## config.mk

```make
export PLATFORM = sky130hd
export DESIGN_NAME = serial_adder_ctrl
export DESIGN_NICKNAME = d
export VERILOG_FILES = /design/src/rtl/serial_adder_ctrl.sv
export SDC_FILE = /design/constraint.sdc
export NUM_CORES = 1
export LEC_CHECK = 0
export ABC_AREA = 0
export CAP_MARGIN = 20
export CORE_AREA = 2 2 62 64
export CTS_BUF_LIST = sky130_fd_sc_hd__clkbuf_16
export CTS_CLUSTER_SIZE = 40
export DETAILED_ROUTE_END_ITERATION = 10
export DIE_AREA = 0 0 64 66
export PLACE_DENSITY = 0.75
export SETUP_SLACK_MARGIN = 0.3
export SLEW_MARGIN = 20
export SYNTH_ARGS = -nofsm -noshare
export SYNTH_HDL_FRONTEND = slang
export SYNTH_SLANG_ARGS = --single-unit
```

## constraint.sdc

```tcl
create_clock -name clk -period 1.9 [get_ports clk]
set_input_delay 0.285 -clock clk [delete_from_list [all_inputs] [get_ports clk]]
set_output_delay 0.285 -clock clk [all_outputs]
set_load 0.05 [all_outputs]
```

## src/rtl/serial_adder_ctrl.sv

```systemverilog
// serial_adder_ctrl: bit-serial adder, LSB first, one full-adder cell reused
// WIDTH times per operation. FSM IDLE -> RUN (WIDTH cycles) -> DONE (1 cycle).
// Optional macro SERIAL_ADDER_SUB_EN adds a 'sub' input for a-b (two's complement).
module serial_adder_ctrl #(
    parameter int WIDTH = 8
) (
    input  logic             clk,
    input  logic             rst,
    input  logic             start,
    input  logic [WIDTH-1:0] a,
    input  logic [WIDTH-1:0] b,
`ifdef SERIAL_ADDER_SUB_EN
    input  logic             sub,
`endif
    output logic             busy,
    output logic             done,
    output logic [WIDTH-1:0] sum,
    output logic             cout
);

    localparam int CW = $clog2(WIDTH + 1);

    typedef enum logic [1:0] {IDLE, RUN, DONE} state_t;

    state_t            state, state_nxt;
    logic [WIDTH-1:0]  a_sr, b_sr, res_sr;
    logic              carry;
    logic [CW-1:0]     cnt;
    logic              last_bit;
    logic              accept;

    // Full-adder cell: two half-adder stages plus an OR for the carry.
    logic ha1_s, ha1_c, ha2_c, fa_s, fa_c;
    assign ha1_s = a_sr[0] ^ b_sr[0];
    assign ha1_c = a_sr[0] & b_sr[0];
    assign fa_s  = ha1_s ^ carry;
    assign ha2_c = ha1_s & carry;
    assign fa_c  = ha1_c | ha2_c;

    assign last_bit = (cnt == CW'(WIDTH - 1));
    // A new operation may start from IDLE or straight out of DONE.
    assign accept   = start && (state == IDLE || state == DONE);

    // State register.
    always_ff @(posedge clk or posedge rst) begin
        if (rst) state <= IDLE;
        else     state <= state_nxt;
    end

    // Next-state logic.
    always_comb begin
        state_nxt = state;
        case (state)
            IDLE:    if (start) state_nxt = RUN;
            RUN:     if (last_bit) state_nxt = DONE;
            DONE:    state_nxt = start ? RUN : IDLE;
            default: state_nxt = IDLE;
        endcase
    end

    // Status flags registered from next state so they come straight off flops.
    always_ff @(posedge clk or posedge rst) begin
        if (rst) begin
            busy <= 1'b0;
            done <= 1'b0;
        end else begin
            busy <= (state_nxt == RUN);
            done <= (state_nxt == DONE);
        end
    end

    // Operand shift registers, carry flop, result shifter and bit counter.
    always_ff @(posedge clk or posedge rst) begin
        if (rst) begin
            a_sr   <= '0;
            b_sr   <= '0;
            res_sr <= '0;
            carry  <= 1'b0;
            cnt    <= '0;
        end else if (accept) begin
            a_sr   <= a;
`ifdef SERIAL_ADDER_SUB_EN
            b_sr   <= sub ? ~b : b;
            carry  <= sub;
`else
            b_sr   <= b;
            carry  <= 1'b0;
`endif
            res_sr <= '0;
            cnt    <= '0;
        end else if (state == RUN) begin
            a_sr   <= a_sr >> 1;
            b_sr   <= b_sr >> 1;
            res_sr <= {fa_s, res_sr[WIDTH-1:1]};
            carry  <= fa_c;
            if (!last_bit) cnt <= cnt + 1'b1;
        end
    end

    // Result outputs only change on the edge that completes the last bit.
    always_ff @(posedge clk or posedge rst) begin
        if (rst) begin
            sum  <= '0;
            cout <= 1'b0;
        end else if (state == RUN && last_bit) begin
            sum  <= {fa_s, res_sr[WIDTH-1:1]};
            cout <= fa_c;
        end
    end

endmodule

```

==> summary.md <==
| Metric | Value |
|---|---|
| Run status | `finished, final reports clean` |
| Tot Pwr | `3.954 mW` |
| Final period utilization | `approximately four fifths` |
| Pins Over Slew Limit | `0` |
| Setup Skew | `6.236 ps` |
| Starting Density | `between 40% and 50%` |
| Total Wirelength | `about 3400 microns` |
| Footprint of the multi-input gates | `between 600 and 700 sq um` |
| Worst Setup EP | `cout$_DFFE_PP0P_` |
| Sequential share of the synthesized area | `59.46%` |
| Final core occ | `between 60% and 70%` |
| Clock transition at path regs | `approximately 60 ps` |
| Vias in the first global route | `1159` |
| DRT iter0 DRCs | `between 100 and 150` |
| Global router's overall resource usage | `18.85%` |
| Boundary pin count | `30` |
| Hold Vio Cnt, Final | `0` |
| DP Area | `a little over 2000 sq um` |
| DR DRC count | `0` |
| FF/Latch Area | `slightly above 1000 sq um` |
| Multiplexer area fraction after synthesis | `under 10%` |
| CP Data Arrival Time | `about 1700 ps` |
| Final TNS setup | `0 ps` |
| Worst setup EP type | `register` |
| Post-Syn Area | `roughly 1700 sq um` |
| CTS root buf | `clkbuf_16` |
| Clk_lat worst skew | `280 ps` |
| Max frequency | `roughly 660 MHz` |
| Area Growth Syn to Fin | `27.48%` |
| Largest net degree at the start of global routing | `42` |
| Number of vias per cell | `~5.5` |
| Worst hold margin | `427.9 ps` |
| Synth Flop Type | `dfrtp_1` |
| P per Cell Area | `~1800 nW/um^2` |
| CTS tree | `built` |
| Final instance area | `2200 sq um` |
| DRT Pass-1 Iters | `5` |
| DIE AREA | `about 4200 sq um` |
| Number of diodes | `0` |
| Mapped Nets | `between 150 and 200` |
| Fin cells | `approximately 220` |
| #FFs+latches synth | `just over 40` |
| Crit path from | `cnt[0]$_DFFE_PP0P_` |
| Post-Syn Area per Cell | `between 10 and 15 sq um` |
| Cells after Synth | `approximately 140` |
| Synth top cells by count | `41 x dfrtp_1, 16 x nand3_1, 15 x nand2_1` |
| First-pass GRT wire length | `approximately 5900 microns` |
| Layout cells sized above 1 | `roughly 15%` |
| Ranking of synthesized cells by area | `dfrtp_1 59%, a22oi_1 6.1%, mux2_2 5.9%, a22o_1 5.1%, nand3_1 4.6%` |
| Hold_buf cts | `0` |
| Unrepaired setup endpoints after global routing | `false` |
| H-Tree Depth | `2` |
| CP startpoint kind | `register` |
| Num CTS Buffers | `5` |
| Share of the synthesized area in the top cell type | `about three fifths` |
| Slew @ Worst Pin | `slightly below 700 ps` |
| Hpwl dp | `about 2200 microns` |
| Die Y | `66 microns` |
| Xor and xnor area share after synthesis | `0%` |
| Req. time, crit path | `between 2000 and 2500 ps` |
| Final setup vio count | `0` |
| Max IR drop VDD | `around 0.00098 V` |
| CP Class | `reg -> reg` |
| Initial antenna violation count | `0` |
| M1 wire length | `around 1500 microns` |
| Clock Sink Count | `41` |
| Synth Area in Compound Gates | `a little over an eighth` |
| WL met2 | `about 1700 microns` |
| Pre-CTS WS | `290.6 ps` |
| Crit path max fanout | `10` |
| Core region area | `approximately 3600 sq um` |
| Row Count | `22` |
| ANT nets after route | `0` |
| RR Endpoint | `cout$_DFFE_PP0P_` |
| Cells on worst reg2reg path | `4` |
| Synth cell types | `29` |
| Hold Crit Class | `in -> async` |
| CTS max path bufs | `2` |
| Setup ws final | `roughly 370 ps` |
| Max_slew headroom | `between 50% and 60%` |
| Maxcap violations | `0` |
| Layout fillers | `274` |
| GRT overflow | `0` |
| Worst reg2reg setup slack | `370 ps` |
| Post-synth EDFFs | `0` |
| Most instantiated library cell after synthesis | `dfrtp_1` |
| PortBufs | `29` |
| Gp weighted congestion | `about 0.78` |
| Leakage | `~1.1 nW` |
| Largest family of logic cells by synthesized area | `simple AND/OR/NAND/NOR gates` |
| Launching point of the worst reg2reg path | `cnt[0]$_DFFE_PP0P_` |
| Yosys top cell by area | `dfrtp_1` |
| WL per Instance | `roughly 16 microns` |
| Routed met3 length | `around 130 microns` |
| DIE WIDTH | `~64 microns` |
| Placed cell count | `210` |
| Max layer used | `met4` |
| Ys async rst share | `between 90% and 100%` |
| Adder and majority gate portion of the synthesized area | `1.885%` |
| Vias | `1204` |
| Ys Warns | `0` |
| Final Net Count | `190` |
| Final worst path period need | `1527 ps` |
| Synth Area in Simple Gates | `14.50%` |
## flip-flops by register name, indices dropped and copies added, names as in the netlist
name    count
done        1
sum         8
res_sr      7
state       2
carry       1
cnt         4
cout        1
busy        1
b_sr        8
a_sr        8
## cell families (layout without fill, tap and decap cells)
group	Yosys count	in the layout
buf+inv	10	42
simple gates	44	44
fa+ha+maj	2	2
compound gates	31	31
flops	41	41
mux	10	10
## critical path: stages, from the launching register on
cell	delay, ps
dfrtp_1	400
ha_1	280
nand3b_4	150
nor2_8	210
mux2_2	360
## layer usage
metal / vias to the layer above / GRT usage [%]
met3: 6 / 5.622
met5: - / 0
met2: 28 / 28.52
met4: 0 / 8.967
li1: 561 / -
met1: 609 / 24.83
## cell usage in the layout (no fill, tap or decap), drive strengths merged
cell,netlist,layout
nor3,1,1
a22oi,14,14
nor2b,1,1
nand3,16,16
clkbuf,0,5
o31ai,1,1
nor2,4,4
mux2i,1,1
dfrtp,41,41
o21ai,3,3
nand2b,2,2
clkinv,0,1
clkdlybuf4s50,0,18
nand3b,1,1
mux2,9,9
ha,1,1
dlygate4sd2,0,11
and2b,1,1
a21oi,2,2
fa,1,1
nand4,1,1
bufinv,0,1
or2,1,1
inv,1,2
and3b,1,1
o211ai,1,1
a22o,10,10
buf,9,4
nand2,15,15
## power breakdown
part / internal (mW) / switching (mW)
clock: 0.609 / 0.314
sequential: 1.24 / 0.235
combinational: 0.605 / 0.945
## final cells by class
class / instances / share of cell area (%)
Sequential cell: 41 / 46.64
Multi-Input combinational cell: 87 / 28.56
Timing Repair Buffer: 33 / 14.51
Clock buffer: 5 / 5.688
Tap cell: 48 / 2.730
Clock inverter: 3 / 1.706
Inverter: 1 / 0.1706
## worst min path at each step
stage	startpoint	slack (ps)	endpoint
floorplan	a[0]	410	a_sr[0]$_DFFE_PP0P_
global placement	b_sr[4]$_DFFE_PP0P_	480	b_sr[4]$_DFFE_PP0P_
detailed placement	a_sr[5]$_DFFE_PP0P_	490	a_sr[5]$_DFFE_PP0P_
CTS	rst	450	sum[4]$_DFFE_PP0P_
global route	rst	470	sum[4]$_DFFE_PP0P_
finish	rst	430	sum[4]$_DFFE_PP0P_
## timing repair
| item | in CTS | in global routing |
|---|---|---|
| resized for setup | 11 | 1 |
| buffers inserted | 0 | 0 |
| gates cloned | 0 | 0 |
| setup endpoints to repair | 11 | 15 |
Note: power is estimated with default switching activity, not from simulation.
